--- src/rtl/psec6_spi_ctrl_if.sv ---
`default_nettype none
// ============================================================================
//  Module      : psec6_spi_ctrl_if
//  Description : Host SPI and channel readout signals of the PSEC6 SPI
//                controller, bundled as one interface.
//                master modport : the controller (drives MISO, BUSY and the
//                                 channel/configuration outputs)
//                slave modport  : host plus channels (drive CS_B, MOSI and
//                                 CNT_SER_IN)
//  Ports       : CS_B, MOSI, CNT_SER_IN[NUM_CH-1:0]          host/channel -> ctrl
//                MISO, BUSY, INST_START, INST_READOUT, MODE[1:0],
//                DISCRIMINATOR_POLARITY, TRIG_DELAY[4:0],
//                SELECT_REG[2:0], CH_SEL[2:0]                ctrl -> host/channel
//  Revision    : 1.0  initial release
// ============================================================================
interface psec6_spi_ctrl_if #(
    parameter int NUM_CH = 8
);
    logic              CS_B;
    logic              MOSI;
    logic [NUM_CH-1:0] CNT_SER_IN;
    logic              MISO;
    logic              BUSY;
    logic              INST_START;
    logic              INST_READOUT;
    logic [1:0]        MODE;
    logic              DISCRIMINATOR_POLARITY;
    logic [4:0]        TRIG_DELAY;
    logic [2:0]        SELECT_REG;
    logic [2:0]        CH_SEL;

    modport master (
        input  CS_B, MOSI, CNT_SER_IN,
        output MISO, BUSY, INST_START, INST_READOUT, MODE,
               DISCRIMINATOR_POLARITY, TRIG_DELAY, SELECT_REG, CH_SEL
    );

    modport slave (
        output CS_B, MOSI, CNT_SER_IN,
        input  MISO, BUSY, INST_START, INST_READOUT, MODE,
               DISCRIMINATOR_POLARITY, TRIG_DELAY, SELECT_REG, CH_SEL
    );
endinterface
`default_nettype wire

--- src/rtl/psec6_spi_ctrl.sv ---
`default_nettype none
// ============================================================================
//  Module      : psec6_spi_ctrl
//  Description : PSEC6 SPI command decoder and channel readout sequencer.
//                16-bit frames {opcode[3:0], payload[11:0]} are shifted in MSB
//                first while CS_B is low. Opcodes: 0x1 WRITE_CFG, 0x2 START,
//                0x3 READOUT (6 words of WORD_BITS bits from one channel),
//                0x4 CFG readback (only with PSEC6_SPI_CFG_READBACK_EN).
//  Ports       : SPI_CLK  - sole clock, rising edge
//                RSTB     - asynchronous active-low reset
//                bus      - psec6_spi_ctrl_if.master (host SPI, channel
//                           strobes, configuration outputs)
//  Macro       : PSEC6_SPI_CFG_READBACK_EN - enables opcode 0x4 readback
//  Revision    : 1.0  initial release
// ============================================================================
module psec6_spi_ctrl #(
    parameter int NUM_CH    = 8,
    parameter int WORD_BITS = 10
) (
    input  wire logic        SPI_CLK,
    input  wire logic        RSTB,
    psec6_spi_ctrl_if.master bus
);
    localparam int CW = (WORD_BITS > 1) ? $clog2(WORD_BITS) : 1;
    localparam logic [CW-1:0] c_last_bit = CW'(WORD_BITS - 1);
    localparam logic [2:0]    c_last_word = 3'd5;

    localparam logic [1:0] c_st_idle  = 2'd0;
    localparam logic [1:0] c_st_load  = 2'd1;
    localparam logic [1:0] c_st_shift = 2'd2;
`ifdef PSEC6_SPI_CFG_READBACK_EN
    localparam logic [1:0] c_st_rdbk  = 2'd3;
`endif

    logic [1:0]    r_state;
    logic [4:0]    r_fcnt;
    logic [14:0]   r_shift;      // previous 15 bits; the 16th comes straight from MOSI
    logic          r_cmd_vld;
    logic [3:0]    r_op;
    logic [7:0]    r_pl;         // payload[7:0]; higher payload bits carry no meaning
    logic [CW-1:0] r_bit_cnt;
    logic [2:0]    r_sel;
    logic [2:0]    r_ch_sel;
    logic [1:0]    r_mode;
    logic          r_pol;
    logic [4:0]    r_trig;
    logic          r_start;
    logic          w_miso;
`ifdef PSEC6_SPI_CFG_READBACK_EN
    logic [7:0]    r_rb_shift;
    logic [2:0]    r_rb_cnt;
`endif

    // Frame receiver. Frames completing while a sequence is running are
    // received but never committed.
    always_ff @(posedge SPI_CLK or negedge RSTB) begin
        if (!RSTB) begin
            r_fcnt    <= 5'd0;
            r_shift   <= 15'd0;
            r_cmd_vld <= 1'b0;
            r_op      <= 4'd0;
            r_pl      <= 8'd0;
        end else begin
            r_cmd_vld <= 1'b0;
            if (bus.CS_B) begin
                r_fcnt  <= 5'd0;
                r_shift <= 15'd0;
            end else if (r_fcnt != 5'd16) begin
                r_shift <= {r_shift[13:0], bus.MOSI};
                r_fcnt  <= r_fcnt + 5'd1;
                if (r_fcnt == 5'd15 && r_state == c_st_idle) begin
                    r_cmd_vld <= 1'b1;
                    r_op      <= r_shift[14:11];
                    r_pl      <= {r_shift[6:0], bus.MOSI};
                end
            end
        end
    end

    // Command execution and readout sequencer; runs regardless of CS_B.
    always_ff @(posedge SPI_CLK or negedge RSTB) begin
        if (!RSTB) begin
            r_state   <= c_st_idle;
            r_bit_cnt <= '0;
            r_sel     <= 3'd0;
            r_ch_sel  <= 3'd0;
            r_mode    <= 2'd0;
            r_pol     <= 1'b0;
            r_trig    <= 5'd0;
            r_start   <= 1'b0;
`ifdef PSEC6_SPI_CFG_READBACK_EN
            r_rb_shift <= 8'd0;
            r_rb_cnt   <= 3'd0;
`endif
        end else begin
            r_start <= 1'b0;
            case (r_state)
                c_st_idle: begin
                    if (r_cmd_vld) begin
                        case (r_op)
                            4'h1: begin
                                r_mode <= r_pl[1:0];
                                r_pol  <= r_pl[2];
                                r_trig <= r_pl[7:3];
                            end
                            4'h2: r_start <= 1'b1;
                            4'h3: begin
                                // Channel number is checked as a 4-bit field so
                                // that 8..15 is rejected instead of aliasing.
                                if (32'(r_pl[3:0]) < NUM_CH) begin
                                    r_ch_sel  <= r_pl[2:0];
                                    r_sel     <= 3'd0;
                                    r_bit_cnt <= '0;
                                    r_state   <= c_st_load;
                                end
                            end
`ifdef PSEC6_SPI_CFG_READBACK_EN
                            4'h4: begin
                                r_rb_shift <= {r_trig, r_pol, r_mode};
                                r_rb_cnt   <= 3'd0;
                                r_state    <= c_st_rdbk;
                            end
`endif
                            default: ;
                        endcase
                    end
                end
                c_st_load: begin
                    r_bit_cnt <= '0;
                    r_state   <= c_st_shift;
                end
                c_st_shift: begin
                    if (r_bit_cnt == c_last_bit) begin
                        r_bit_cnt <= '0;
                        if (r_sel < c_last_word) begin
                            r_sel   <= r_sel + 3'd1;
                            r_state <= c_st_load;
                        end else begin
                            r_sel   <= 3'd0;
                            r_state <= c_st_idle;
                        end
                    end else begin
                        r_bit_cnt <= r_bit_cnt + 1'b1;
                    end
                end
`ifdef PSEC6_SPI_CFG_READBACK_EN
                c_st_rdbk: begin
                    r_rb_shift <= {r_rb_shift[6:0], 1'b0};
                    r_rb_cnt   <= r_rb_cnt + 3'd1;
                    if (r_rb_cnt == 3'd7) begin
                        r_state <= c_st_idle;
                    end
                end
`endif
                default: r_state <= c_st_idle;
            endcase
        end
    end

    always_comb begin
        w_miso = 1'b0;
        if (r_state == c_st_shift) begin
            w_miso = bus.CNT_SER_IN[r_ch_sel];
        end
`ifdef PSEC6_SPI_CFG_READBACK_EN
        if (r_state == c_st_rdbk) begin
            w_miso = r_rb_shift[7];
        end
`endif
    end

    assign bus.MISO                   = w_miso;
    assign bus.BUSY                   = (r_state != c_st_idle);
    assign bus.INST_START             = r_start;
    assign bus.INST_READOUT           = (r_state == c_st_load);
    assign bus.MODE                   = r_mode;
    assign bus.DISCRIMINATOR_POLARITY = r_pol;
    assign bus.TRIG_DELAY             = r_trig;
    assign bus.SELECT_REG             = r_sel;
    assign bus.CH_SEL                 = r_ch_sel;

endmodule
`default_nettype wire
--- src/flat_wrapper.sv ---
// flat-port wrapper written by rule: the top's interface ports become plain ports
module psec6_spi_ctrl_flat 
#(
    parameter int NUM_CH    = 8,
    parameter int WORD_BITS = 10
)
  (SPI_CLK, RSTB, bus_CS_B, bus_MOSI, bus_CNT_SER_IN, bus_MISO, bus_BUSY, bus_INST_START, bus_INST_READOUT, bus_MODE, bus_DISCRIMINATOR_POLARITY, bus_TRIG_DELAY, bus_SELECT_REG, bus_CH_SEL);
  psec6_spi_ctrl_if #(.NUM_CH(NUM_CH)) bus_i ();
  input  wire logic SPI_CLK;
  input  wire logic RSTB;
  input wire logic [$bits(bus_i.CS_B)-1:0] bus_CS_B;
  input wire logic [$bits(bus_i.MOSI)-1:0] bus_MOSI;
  input wire logic [$bits(bus_i.CNT_SER_IN)-1:0] bus_CNT_SER_IN;
  output wire logic [$bits(bus_i.MISO)-1:0] bus_MISO;
  output wire logic [$bits(bus_i.BUSY)-1:0] bus_BUSY;
  output wire logic [$bits(bus_i.INST_START)-1:0] bus_INST_START;
  output wire logic [$bits(bus_i.INST_READOUT)-1:0] bus_INST_READOUT;
  output wire logic [$bits(bus_i.MODE)-1:0] bus_MODE;
  output wire logic [$bits(bus_i.DISCRIMINATOR_POLARITY)-1:0] bus_DISCRIMINATOR_POLARITY;
  output wire logic [$bits(bus_i.TRIG_DELAY)-1:0] bus_TRIG_DELAY;
  output wire logic [$bits(bus_i.SELECT_REG)-1:0] bus_SELECT_REG;
  output wire logic [$bits(bus_i.CH_SEL)-1:0] bus_CH_SEL;
  assign bus_i.CS_B = bus_CS_B;
  assign bus_i.MOSI = bus_MOSI;
  assign bus_i.CNT_SER_IN = bus_CNT_SER_IN;
  assign bus_MISO = bus_i.MISO;
  assign bus_BUSY = bus_i.BUSY;
  assign bus_INST_START = bus_i.INST_START;
  assign bus_INST_READOUT = bus_i.INST_READOUT;
  assign bus_MODE = bus_i.MODE;
  assign bus_DISCRIMINATOR_POLARITY = bus_i.DISCRIMINATOR_POLARITY;
  assign bus_TRIG_DELAY = bus_i.TRIG_DELAY;
  assign bus_SELECT_REG = bus_i.SELECT_REG;
  assign bus_CH_SEL = bus_i.CH_SEL;
  psec6_spi_ctrl #(.NUM_CH(NUM_CH), .WORD_BITS(WORD_BITS)) u_core (.SPI_CLK(SPI_CLK), .RSTB(RSTB), .bus(bus_i));
endmodule
--- config.mk ---
export PLATFORM = sky130hd
export DESIGN_NAME = psec6_spi_ctrl_flat
export DESIGN_NICKNAME = d
export VERILOG_FILES = /design/src/rtl/psec6_spi_ctrl_if.sv /design/src/rtl/psec6_spi_ctrl.sv /design/src/flat_wrapper.sv
export SDC_FILE = /design/constraint.sdc
export NUM_CORES = 1
export LEC_CHECK = 0
export CORE_MARGIN = 3
export CORE_UTILIZATION = 45
export CTS_CLUSTER_SIZE = 14
export DETAILED_ROUTE_END_ITERATION = 8
export PLACE_DENSITY = 0.71
export SLEW_MARGIN = 15
export SYNTH_ARGS = -nofsm -noshare
export SYNTH_HDL_FRONTEND = slang
export SYNTH_SLANG_ARGS = --single-unit
--- constraint.sdc ---
create_clock -name SPI_CLK -period 2.2 [get_ports SPI_CLK]
set_clock_uncertainty 0.05 [all_clocks]
set_input_delay 0.22 -clock SPI_CLK [delete_from_list [all_inputs] [get_ports SPI_CLK]]
set_output_delay 0.22 -clock SPI_CLK [all_outputs]
set_load 0.02 [all_outputs]
==> out/results.ini, run 1 <==
[outcome]
outcome = finished, final reports clean

[hold_path]
min_path_type = input port to asynchronous set/reset pin

[finish]
final_cell_area_um2 = 2980
fillerInstances = 439
finalNonFillerCells = 321
n_antenna_cell = 0
final_common_cell = dfrtp_1
syn2layout_area_growth_pct = 22.2
regArea_um2 = 1350
nets = 268
mostFrequentLayoutCells = dfrtp_1 (54), nand2_1 (34), clkdlybuf4s50_1 (27), a21oi_1 (19), mux2_2 (15)
final_layout_size_suffix_gt1_share_pct = 19.9
multi_input_area_um2 = 1010
post-route-util_pct = 57.6

[logic_synthesis]
synth_seq_cells = 54
yosysSeqAreaShare_pct = 55.4
ys.flop_type = dfrtp_1
yosysWarnings = 0
synth_cell_type_count = 43
post_synth.cell_area_avg_um2 = 11.5
syn_inst = 212
synth-async-reset-ratio_pct = 100
syn_area_um2 = 2440
synth_nets = 230
synth_edf_count = 0

[power_and_ir_drop]
power_mw = 1.73
power.density_nw_per_um2 = 581
peakVddDrop_mv = 0.333
cellLeakagePower_nw = 1.36

[global_route]
grt_pass1_vias = 1602
grt_use_total_pct = 15.2
gr-total-overflow = 0
grt_max_degree = 29
grt_pass1_wl_um = 7620
grt_antenna_before_repair = 0

[placement]
hpwl_um = 3120
placed_cells = 312
place_area_um2 = 2860
dp_slack_ps = 57.8
gp_congestion = 0.733
portBuffers = 29

[drt]
firstDrtPassIters = 4
routed_wl_um = 4350
drt-initial-drc-count = 90
drc_errors = 0
drt-vias-per-instance = 5.12
ant_nets = 0
wl_per_cell_um = 13.6
num_vias = 1644

[setup_path]
worstSetupEndpointType = output pin
crit_fanout = 2
cp-start-kind = flop
required_ps = 1930
arrival_ps = 1760
timing.rr.end = u_core.bus.MODE[0]
critPathKind = flop to output pin
rrSetupSlack_ps = 270
r2r-start = u_core.r_op[3]
ff2ff_path_depth = 3

[run]
drv_cap = 0

[cts]
cts_setup_buffers = 0
cts_root_buf = clkbuf_8
ctsHtreeMaxLevel = 2
cts_buffers = 5
clock_latency_ps = 300
cts_buffer_depth = 2
clock_sinks = 54
cts_tree = yes
path_clk_slew_ps = 90

[die]
die_h_um = 79.6
die_w_um = 79.6
num_rows = 26
die-area_um2 = 6340
coreArea_um2 = 5170
initial_core_util_pct = 47.2
ioPinCount = 30

[timing]
fmax_ghz = 0.492
hold_viol = 0
setup_viol = 0
tightest_slew_ps = 631
max_slew_margin_pct = 57.9
final.min_clock_period_ps = 2030
tns_ps = 0
rsz0062_at_grt = no
slew_violations = 0
fin_ws_ps = 168
fin_crit_sh_pct = 92.4
holdWs_ps = 408

state kept, by name (all words and copies together) (netlist names):
name,count
u_core.bus.MODE,2
u_core.r_bit_cnt,4
u_core.r_fcnt,5
u_core.r_state,2
u_core.bus.CH_SEL,3
u_core.r_shift,15
u_core.r_cmd_vld,1
u_core.r_pl,8
u_core.r_op,4
u_core.bus.SELECT_REG,3
u_core.bus.INST_START,1
u_core.bus.TRIG_DELAY,5
u_core.bus.DISCRIMINATOR_POLARITY,1
how the worst max path moves through the flow:
stage,startpoint,end,cells past startpoint
floorplan,u_core.r_fcnt[0],u_core.r_pl[0],7
global placement,bus_CNT_SER_IN[6],bus_MISO,5
detailed placement,bus_CNT_SER_IN[6],bus_MISO,5
CTS,u_core.bus.CH_SEL[1],bus_MISO,4
global route,u_core.bus.CH_SEL[1],bus_MISO,4
finish,u_core.bus.CH_SEL[1],bus_MISO,4
cells in the mapped netlist (3+ instances only):
master     n  area share, %
o211ai_1   4            1.2
mux2_2    15            6.9
ha_1       6            3.1
inv_1      9            1.4
nand2_1   34            5.2
nand3b_1   4            1.2
clkbuf_1   4           0.62
a21oi_1   19            3.9
nor3_1     3           0.62
nor2_1     5           0.77
dfrtp_1   54             55
nand3_1    8            1.6
mux2_4     8            4.9
xor2_1     3            1.1
worst max-delay path, cell delays in order, from the launching register on:
cell and delay [ps]:
dfrtp_1 380, mux4_2 490, nor2_1 90, and4b_1 190, dlygate4sd2_1 310
area by class of cell:
| cell class | instances | area share (%) |
|---|---|---|
| tap | 70 | 2.94 |
| inverter | 10 | 1.26 |
| sequential | 54 | 45.3 |
| clock inverter | 2 | 1.26 |
| clock buffer | 6 | 2.43 |
| timing repair buffer | 41 | 13.1 |
| multi-input combinational | 138 | 33.7 |
metal layers:
layer	track usage [%]	part of all wire, %
met5	0	0
met3	3.84	4.6
met2	23.4	45
met1	21.5	50
met4	4.12	1.0
power by group:
group	internal [mW]	total, mW	leakage, nW	switching [mW]
Clock	0.340	0.650	0.0514	0.310
Sequential	1.00	1.01	0.750	0.00867
Combinational	0.0352	0.0724	0.555	0.0372
Total	1.38	1.73	1.36	0.356
kinds of logic after synthesis:
kind of cell / Yosys count / share of synthesized area (%)
XOR/XNOR: 4 / 1.44
flip-flops: 54 / 55.4
adder cells (fa/ha/maj): 6 / 3.08
buffers and inverters: 20 / 3.64
multiplexers: 26 / 13.6
AO/OA/AOI/OAI: 30 / 7.13
AND/OR/NAND/NOR: 72 / 15.7
timing repair:
action	4_1_cts	5_1_grt
resized for setup	1	0
endpoints found under the hold margin	26	0
hold buffers	1	0
endpoints found under the setup margin	1	0
Note: power is estimated with default switching activity, not from simulation.
==> run 2, diff against run 1 <==
CORE_MARGIN = default   (was 3)
==> run 2 against run 1 <==
Clock power increased by 1%. Sequential power about the same. Die area decreased by 9.8%. Register-to-register slack about the same. Critical path depth unchanged. Utilization decreased by 0.44 points. Worst setup slack got worse by 6.0 ps. Wire length decreased by 1.3%. Worst hold slack got worse by 27 ps. Non-clock buffer count decreased by 3. Power increased by 0.52%. Cell count decreased by 0.93%. Largest cell class unchanged.
==> out/results.ini, run 2 (synthesized netlist as in run 1, its figures left out) <==
[drt]
routed_wl_um = 4300
drt-initial-drc-count = 83
ant_nets = 0
num_vias = 1664
wl_met3_um = 162
dr.max_layer_used = met4
drc_errors = 0
drt-vias-per-instance = 5.23
firstDrtPassIters = 4
wl_met1_um = 2110
wl_per_cell_um = 13.5
dr_wl_met2_um = 2000

[cts]
ctsHtreeMaxLevel = 2
clock_sinks = 54
cts_tree = yes
clock_latency_ps = 300
cts_buffers = 5
path_clk_slew_ps = 100
cts_setup_buffers = 0
cts_root_buf = clkbuf_8
cts_buffer_depth = 2

[setup_path]
crit_fanout = 2
timing.rr.end = u_core.bus.TRIG_DELAY[4]
arrival_ps = 1770
ff2ff_path_depth = 3
crit_path_start = u_core.bus.CH_SEL[1]
worstSetupEndpointType = output pin
required_ps = 1930
rrSetupSlack_ps = 280
cp-start-kind = flop
r2r-start = u_core.r_op[3]
crit_end = bus_MISO
critPathKind = flop to output pin

[die]
ioPinCount = 30
initial_core_util_pct = 47.2
coreArea_um2 = 5170
die-area_um2 = 5720
die_h_um = 75.6
die_w_um = 75.6
num_rows = 26

[timing]
final.min_clock_period_ps = 2040
setup_viol = 0
rsz0062_at_grt = no
fin_crit_sh_pct = 92.6
slew_violations = 0
tightest_slew_ps = 571
tns_ps = 0
fmax_ghz = 0.491
hold_viol = 0
max_slew_margin_pct = 61.9

[outcome]
outcome = finished, final reports clean

[finish]
final_common_cell = dfrtp_1
largest_reg_flops = 15
mostFrequentLayoutCells = dfrtp_1 (54), nand2_1 (34), clkdlybuf4s50_1 (27), a21oi_1 (19), mux2_2 (15)
syn2layout_area_growth_pct = 21.3
largest_register = u_core.r_shift
regArea_um2 = 1350
top_regs = u_core.r_shift: 15 flops, u_core.r_pl: 8 flops
post-route-util_pct = 57.2
final_cell_area_um2 = 2960
fillerInstances = 428
nets = 265
multi_input_area_um2 = 1010
n_antenna_cell = 0
final_layout_size_suffix_gt1_share_pct = 19.0

[power_and_ir_drop]
power_mw = 1.74
cellLeakagePower_nw = 1.34
power.density_nw_per_um2 = 588
peakVddDrop_mv = 0.419

[global_route]
grt_use_total_pct = 16.4
grt_antenna_before_repair = 0
gr-total-overflow = 0
grt_pass1_vias = 1518
grt_pass1_wl_um = 6980
grt_max_degree = 33

[run]
drv_cap = 0

[placement]
portBuffers = 29
gp_congestion = 0.739
hpwl_um = 2930
place_area_um2 = 2840

[hold_path]
min_path_type = input port to asynchronous set/reset pin

==> run 2: cell count changes in the layout (fill, tap and decap cells not counted), sizes merged <==
cell / change
buf: -3
==> run 2: layout make-up <==
type / count / area share [%]
clock inverter: 2 / 1.27
multi-input combinational: 138 / 34.0
clock buffer: 6 / 2.45
inverter: 10 / 1.27
timing repair buffer: 38 / 12.4
tap: 70 / 2.96
sequential: 54 / 45.7
==> run 2: per-layer routing <==
metal	track usage, %	vias to the layer above
li1	-	809
met1	21.6	820
met2	27.3	31
met3	4.10	4
met4	4.32	0
met5	0	-
==> run 2: critical path, cell delays in order (launching register included) <==
cell and delay (ps):
dfrtp_1 380, mux4_2 500, nor2_1 90, and4b_1 180
dlygate4sd2_1 310
==> run 2: timing repair <==
action                                  CTS  global route
endpoints found under the setup margin    1             0
resized for setup                         1             0
hold endpoints to repair                 22             0
hold buffers                              1             0
==> run 2: power breakdown <==
group	switching (mW)	internal, mW
combinational	0.0381	0.0352
clock	0.318	0.340
sequential	0.00892	1.00
==> run 2: worst min-delay path by stage <==
stage	end	cells past startpoint
after floorplan	u_core.bus.CH_SEL[0]	0
after global placement	u_core.r_bit_cnt[1]	1
after detailed placement	u_core.bus.SELECT_REG[1]	1
after CTS	u_core.r_shift[9]	2
after global routing	u_core.r_shift[10]	2
final	u_core.r_bit_cnt[1]	2
==> run 2: per-stage QoR <==
stage                     worst slack [ps]  instances  hold slack [ps]
after floorplan                        210        212             -126
final                                  162        318              380
after global routing                  77.7        318              443
after detailed placement              44.1        309              200
after CTS                              148        318              410
after global placement                55.9        309              195
